--- config.mk ---
export PLATFORM = sky130hd
export DESIGN_NAME = fetch_queue
export DESIGN_NICKNAME = d
export VERILOG_FILES = /design/src/rtl/fetch_queue.sv
export SDC_FILE = /design/constraint.sdc
export NUM_CORES = 1
export LEC_CHECK = 0
export ABC_AREA = 1
export ABC_CLOCK_PERIOD_IN_PS = 8300
export BUFFER_PORTS_ARGS = -buffer_cell sky130_fd_sc_hd__buf_2
export CORE_MARGIN = 4
export CORE_UTILIZATION = 45
export CTS_BUF_LIST = sky130_fd_sc_hd__clkbuf_4 sky130_fd_sc_hd__clkbuf_8
export DETAILED_ROUTE_END_ITERATION = 8
export MAX_ROUTING_LAYER = met4
export PLACE_DENSITY = 0.66
export SYNTH_ARGS = -nofsm -noshare
export SYNTH_HDL_FRONTEND = slang
export SYNTH_SLANG_ARGS = --single-unit
--- constraint.sdc ---
create_clock -name CLK -period 8.3 [get_ports CLK]
set_input_delay 0.83 -clock CLK [delete_from_list [all_inputs] [get_ports CLK]]
set_output_delay 0.83 -clock CLK [all_outputs]
set_load 0.05 [all_outputs]
--- src/rtl/fetch_queue.sv ---
// fetch_queue: instruction fetch unit with a small FIFO of prefetched words.
// A redirect flushes the queue and any in-flight response; halt stops new fetches.
module fetch_queue #(
    parameter int AW    = 16,
    parameter int IW    = 9,
    parameter int DEPTH = 2
) (
    input  logic          CLK,
    input  logic          init_n,
    input  logic          redirect,
    input  logic [AW-1:0] redirect_target,
    input  logic          halt_in,
    output logic          imem_req,
    output logic [AW-1:0] imem_addr,
    input  logic [IW-1:0] imem_data,
    output logic [IW-1:0] instr,
    output logic [AW-1:0] instr_pc,
    output logic          instr_valid,
    input  logic          instr_ready,
    output logic          halted
);

    localparam int PW = $clog2(DEPTH);
    localparam int CW = $clog2(DEPTH + 1) + 1;

    typedef enum logic {RUN, HALT} state_t;

    state_t        state;
    logic [AW-1:0] fetch_pc;
    logic [AW-1:0] req_pc;
    logic          inflight;
    logic [IW-1:0] q_data [DEPTH];
    logic [AW-1:0] q_pc   [DEPTH];
    logic [PW-1:0] rd_ptr;
    logic [PW-1:0] wr_ptr;
    logic [CW-1:0] count;
    logic [CW-1:0] pending;
    logic          push;
    logic          pop;
    logic          issue;

    function automatic logic [PW-1:0] next_ptr(input logic [PW-1:0] p);
        return (p == PW'(DEPTH - 1)) ? '0 : p + PW'(1);
    endfunction

    // Redirect gates valid/req combinationally so no handshake or issue completes that cycle.
    assign pending     = count + CW'(inflight);
    assign instr_valid = (count != '0) && !redirect;
    assign pop         = instr_valid && instr_ready;
    assign push        = inflight && !redirect;
    assign issue       = init_n && (state == RUN) && !redirect && !halt_in
                         && ((pending - CW'(pop)) < CW'(DEPTH));

    assign imem_req  = issue;
    assign imem_addr = fetch_pc;
    assign instr     = q_data[rd_ptr];
    assign instr_pc  = q_pc[rd_ptr];
    assign halted    = (state == HALT) && (count == '0) && !inflight;

    always_ff @(posedge CLK or negedge init_n) begin
        if (!init_n) begin
            state    <= RUN;
            fetch_pc <= '0;
            req_pc   <= '0;
            inflight <= 1'b0;
            rd_ptr   <= '0;
            wr_ptr   <= '0;
            count    <= '0;
            for (int unsigned i = 0; i < DEPTH; i++) begin
                q_data[i] <= '0;
                q_pc[i]   <= '0;
            end
        end else begin
            if (halt_in)
                state <= HALT;

            if (redirect) begin
                rd_ptr   <= '0;
                wr_ptr   <= '0;
                count    <= '0;
                inflight <= 1'b0;
                fetch_pc <= redirect_target;
            end else begin
                inflight <= issue;
                if (issue) begin
                    req_pc   <= fetch_pc;
                    fetch_pc <= fetch_pc + AW'(1);
                end
                if (push) begin
                    q_data[wr_ptr] <= imem_data;
                    q_pc[wr_ptr]   <= req_pc;
                    wr_ptr         <= next_ptr(wr_ptr);
                end
                if (pop)
                    rd_ptr <= next_ptr(rd_ptr);
                if (push && !pop)
                    count <= count + CW'(1);
                else if (!push && pop)
                    count <= count - CW'(1);
            end
        end
    end

    // Issue throttling guarantees room for every in-flight response.
    no_overflow: assert property (@(posedge CLK) disable iff (!init_n)
        (push && !pop) |-> (count < CW'(DEPTH)));

endmodule

==> run metrics, run 1 <==
Crit Path Max Fanout=30; ANT cells=0; Pre-Repair DR Iteration Count=5; Final Setup Violations=0; Initial Util=47.2%; GR Util met1=25.1%; P_int=0.625 mW; nets=579; dpl hpwl=6260 µm; die height=105 µm; Antenna Nets Post-Route=0; sequential share of power=53.4%; # fillers=822; min Tclk post-route=4.79 ns; Final Total Pwr=0.879 mW; Post-CTS Setup Bufs=0; Placement Rows=34; Critical Path RT=7.47 ns; Routed WL per cell=13.9 µm; Tightest Pin Transition=1.17 ns; Vias per Instance=5.16; drc violations=0; f_max=209 MHz; GR Layer Usage met3=2.90%; setup tns final=0 ns; max-cap violations=0; Clk pwr share=32.4%; drt total wl=9110 µm; VDD IR max=0.0805 mV; first-pass GRT wire length=15600 µm; area of placed instances=4620 µm²; Logic pwr share=14.2%; gate count after technology mapping=478; CTS tree=built; FF-to-FF Start=count[1]; sequential fraction of the synthesis area=53.0%; Skew-Pair Late Insertion Delay=0.34 ns; area leader, netlist=dfrtp_1; Critical Path Sink Type=primary output; final max-slew violation count=0; port bufs=73; GRT Overall Usage=17.8%; multi-input logic area=1650 µm²; die width=105 µm; Netlist cell types=27; relative slew slack=22.2%; share of cells above drive strength 1=23.2%; clock buffer count from CTS=9; final clock period utilization by the worst path=57.7%; leakage=2.46 nW; GPL Wtd Cong=0.908; vias=3387; die area=10900 µm²; Syn-to-layout area delta=14.3%; Max clock buf depth=2; Placeable Area=8890 µm²; Post-Syn Nets=512; Warnings, synthesis=0; setup ws final=3.51 ns; vias in the first global route=3269; sw power=0.253 mW; Final Hold Fails=0; Hold Path Class=in -> async; CTS clk-pin slew, worst paths=0.08 ns; Worst Setup SP=redirect; Startpoint Class=input pin; design area=4800 µm²; status=finished, final reports clean; RSZ-0062 raised after global routing=no; largest net degree at the start of global routing=52; Post-CTS Hold Buffers=0; Reg2Reg Depth=14; register area=2230 µm²; initial drt markers=162; dpl ws=3.50 ns; Top Usage Layer GRT=met2; Setup Skew=0.00948 ns; H-tree depth=3; Synth Cell Area=4200 µm²; Power Density=183 nW/µm²; clock sinks=89; cells resized by post-CTS repair=0; syn_area_per_cell=8.78 µm²; Worst EP arrival=3.96 ns; clock root cell=clkbuf_8; grt total ovfl=0; # IOs=74; number of synthesized register bits=89; Sw Ratio=28.8%; CP Class=in -> out; antenna violations before repair=0; M2 GR Usage=26.3%; Area contributors post-synth=dfrtp_1 53%, nand2_1 13%, o21ai_0 7.9%, mux2_2 6.7%, inv_1 4.6%; share of the synthesized area in the top cell type=53.0%
==> critical path, cell delays in order <==
cell	delay, ns
buf_2	0.36
inv_4	0.12
nand3_1	0.19
inv_1	0.06
ha_1	0.26
or2_2	0.30
fa_1	0.50
nand3_2	0.08
nor2_2	0.12
nand3_2	0.42
inv_4	0.38
buf_2	0.32
==> sequential cells by signal, indices dropped and copies added (netlist names) <==
register	flops
q_pc	32
q_data	18
imem_addr	16
req_pc	16
count	3
inflight	1
rd_ptr	1
state	1
wr_ptr	1
==> cell usage after synthesis <==
library cell	n
ha_1	2
buf_4	1
nor2_2	3
nand3_2	3
dfrtp_1	89
xor2_1	4
clkbuf_1	11
inv_1	52
fa_1	2
o211ai_1	6
nor2_1	4
nand3b_1	1
a21oi_1	2
or2_2	2
o21ai_0	66
nand4_1	5
o31ai_1	1
buf_1	1
inv_4	2
nor3_1	7
buf_6	3
o21ai_1	7
nand2_1	140
buf_2	4
mux2_2	25
nand3_1	33
inv_2	2
==> power groups by stage <==
| stage | registers, mW | logic (mW) | clock network, mW |
|---|---|---|---|
| after detailed placement | 0.478 | 0.125 | 0 |
| after global placement | 0.478 | 0.123 | 0 |
| after floorplan | 0.489 | 0.0708 | 0 |
| after global routing | 0.472 | 0.137 | 0.310 |
| final | 0.469 | 0.125 | 0.285 |
| after CTS | 0.469 | 0.126 | 0.293 |
==> kinds of logic after synthesis <==
family,count (synthesis),synth area share [%]
AND/OR/NAND/NOR,198,20.0
flip-flops,89,53.0
AO/OA/AOI/OAI,82,10.2
buffers and inverters,76,7.66
multiplexers,25,6.70
XOR/XNOR,4,0.834
adder cells (fa/ha/maj),4,1.55
==> worst paths after layout <==
path                                end  slack, ns
max in group asynchronous     req_pc[3]       6.80
min                           q_data[5]       0.47
min reg2reg                     q_pc[2]       0.49
max                            imem_req       3.51
min in group CLK                q_pc[2]       0.49
max reg2reg                imem_addr[7]       4.72
==> area by class of cell <==
class | instances | area share, %
clock buffers | 10 | 2.87
repair buffers | 76 | 8.13
multi-input cells | 313 | 34.4
flip-flops and latches | 89 | 46.4
inverters | 56 | 4.48
well taps | 108 | 2.81
clock inverters | 4 | 0.938
==> cells in the final DEF, fill, tap and decap left out <==
cell type and instances:
nand2_1 140, dfrtp_1 89, buf_2 72, o21ai_0 66, inv_1 52, nand3_1 33, mux2_2 25, clkbuf_8 10
nor3_1 7, o21ai_1 7, o211ai_1 6, nand4_1 5, nor2_1 4, xor2_1 4, buf_4 4, nand3_2 3
nor2_2 3, clkinv_2 3, inv_2 2, inv_4 2, or2_2 2, a21oi_1 2, fa_1 2, ha_1 2
nand3b_1 1, o31ai_1 1, bufinv_16 1
==> stage by stage <==
step           hold WS [ns]  cells  utilization (%)
5_1_grt               0.491    656             54.0
6_report              0.470    656             54.0
4_1_cts               0.469    656             54.0
3_3_place_gp          0.460    642             51.9
3_5_place_dp          0.468    642             51.9
2_1_floorplan         0.448    478                -
==> layer usage <==
layer,share of wire (%),up-vias,wire [µm]
met2,45,111,4060
met3,6.1,11,553
li1,-,1678,-
met4,1.3,0,114
met5,0,-,0
met1,48,1587,4380
Power figures use the tool's default switching activity.
==> inputs of run 2 (changes only) <==
ABC_CLOCK_PERIOD_IN_PS = 4980   (was 8300)
clock period = 4.98 ns   (was 8.3 ns; I/O delays follow)
==> run 2 against run 1 <==
Net effect: design area rose by 0.26%; critical endpoint unchanged; first-iteration DRC count down 18%; clock skew up 0.0013 ns; sequential power increased by 67%.
==> run metrics, run 2 (same netlist as run 1, synthesis figures left out) <==
Worst Setup SP=count[1] (was redirect); Antenna Nets Post-Route=0 (unchanged); antenna violations before repair=0 (unchanged); Sw Ratio=29.1% (was 28.8%); commonest non-fill, non-tap cell in the layout=nand2_1 (unchanged); Final Hold Fails=0 (unchanged); nets=579 (unchanged); GRT Overall Usage=17.8% (about the same); port bufs=73 (unchanged); min Tclk post-route=4.14 ns; CP Class=reg -> out (was in -> out); Final Setup Violations=0 (unchanged); most frequent cells in the layout=140 x nand2_1, 89 x dfrtp_1, 72 x buf_2 (unchanged); P_int=1.05 mW (was 0.625 mW); FF-to-FF Start=count[1] (unchanged); Critical Path RT=4.48 ns (was 7.47 ns); Max clock buf depth=2 (unchanged); Power Density=307 nW/µm² (was 183 nW/µm²); RSZ-0062 raised after global routing=no (unchanged); Skew-Pair Late Insertion Delay=0.34 ns (about the same); Post-CTS Hold Buffers=0 (unchanged); Syn-to-layout area delta=14.6% (was 14.3%); share of cells above drive strength 1=23.5% (was 23.2%); Crit Path Max Fanout=30 (unchanged); grt total ovfl=0 (unchanged); Reg2Reg Depth=14 (unchanged); dpl ws=0.893 ns (was 3.50 ns); initial drt markers=133 (was 162); # IOs=74 (unchanged); Worst EP arrival=3.64 ns (was 3.96 ns); Post-Route Utilization=54.1% (was 54.0%); die width=105 µm (unchanged); Critical Path Sink Type=primary output (unchanged); vias in the first global route=3233 (was 3269); GPL Wtd Cong=0.908 (about the same); max FFs per register=32 (unchanged); CTS tree=built (unchanged); Setup Skew=0.0107 ns (was 0.00948 ns); setup tns final=0 ns (unchanged); Pre-Repair DR Iteration Count=4 (was 5); Vias per Instance=5.12 (was 5.16); Initial Util=47.2% (unchanged); Logic pwr share=14.0% (was 14.2%); status=finished, final reports clean (unchanged); cells resized by post-CTS repair=0 (unchanged); clock sinks=89 (unchanged); leakage=2.46 nW (about the same); drt total wl=8990 µm (was 9110 µm); max-cap violations=0 (unchanged); largest net degree at the start of global routing=52 (unchanged); VDD IR max=0.153 mV (was 0.0805 mV); ANT cells=0 (unchanged); final max-slew violation count=0 (unchanged); vias=3370 (was 3387); Placement Rows=34 (unchanged); die area=10900 µm² (unchanged); first-pass GRT wire length=15700 µm (was 15600 µm); Top reg by flops=q_pc (unchanged); Routed WL per cell=13.7 µm (was 13.9 µm); Clk pwr share=33.1% (was 32.4%); clock buffer count from CTS=9 (unchanged); reg-to-reg slack, setup=1.49 ns (was 4.72 ns); Post-CTS Setup Bufs=0 (unchanged); Placeable Area=8890 µm² (unchanged); sequential share of power=52.9% (was 53.4%); CTS clk-pin slew, worst paths=0.09 ns (was 0.08 ns); relative slew slack=22.0% (was 22.2%); clock root cell=clkbuf_8 (unchanged); f_max=242 MHz; Hold Path Class=in -> async (unchanged); Startpoint Class=flop (was input pin); Final Total Pwr=1.48 mW (was 0.879 mW); H-tree depth=3 (unchanged); die height=105 µm (unchanged); Regs by FF count=q_pc x32, q_data x18 (unchanged); final clock period utilization by the worst path=83.1%; drc violations=0 (unchanged); dpl hpwl=6240 µm (was 6260 µm); setup ws final=0.843 ns (was 3.51 ns); Tightest Pin Transition=1.17 ns (about the same); sw power=0.430 mW (was 0.253 mW)
==> run 2: stage by stage <==
step	area, µm²	hold WS [ns]	instances
final	4810	0.128	658
after global routing	4810	0.157	658
after CTS	4810	0.137	658
after detailed placement	4620	0.467	642
after global placement	4620	0.460	642
after floorplan	4200	0.202	478
==> run 2: routing by layer <==
layer | GRT usage, % | vias to the layer above | wire (µm)
met5 | - | - | 0
met4 | 5.15 | 0 | 23
met3 | 2.65 | 2 | 511
met2 | 25.0 | 96 | 3980
met1 | 27.0 | 1584 | 4480
li1 | - | 1688 | -
==> run 2: cell type report <==
| cell class | instances | area, µm² |
|---|---|---|
| well taps | 108 | 135 |
| clock inverters | 5 | 56.3 |
| fillers | 845 | 4080 |
| flip-flops and latches | 89 | 2230 |
| inverters | 56 | 215 |
| clock buffers | 11 | 139 |
| multi-input cells | 313 | 1650 |
| repair buffers | 76 | 390 |
==> run 2: final timing paths <==
| check | to |
|---|---|
| min reg2reg | q_pc[29] |
| max in group asynchronous | q_pc[5] |
| max reg2reg | imem_addr[12] |
| min | q_data[5] |
| max | imem_req |
| min in group CLK | imem_addr[14] |
==> run 2: power by group through the flow <==
stage / logic, mW / registers (mW) / clock network (mW)
3_5_place_dp: 0.209 / 0.796 / 0
6_report: 0.207 / 0.781 / 0.489
2_1_floorplan: 0.118 / 0.815 / 0
3_3_place_gp: 0.205 / 0.796 / 0
4_1_cts: 0.210 / 0.782 / 0.502
5_1_grt: 0.229 / 0.786 / 0.536
==> run 2: worst max-delay path, stage by stage, from the launching register on <==
cell and delay (ns):
dfrtp_1 0.44, nor2_1 0.16, nand2_1 0.10, nand3_1 0.16, inv_1 0.06, ha_1 0.26
or2_2 0.30, fa_1 0.50, nand3_2 0.08, nor2_2 0.11, nand3_2 0.41, inv_4 0.38
buf_2 0.32
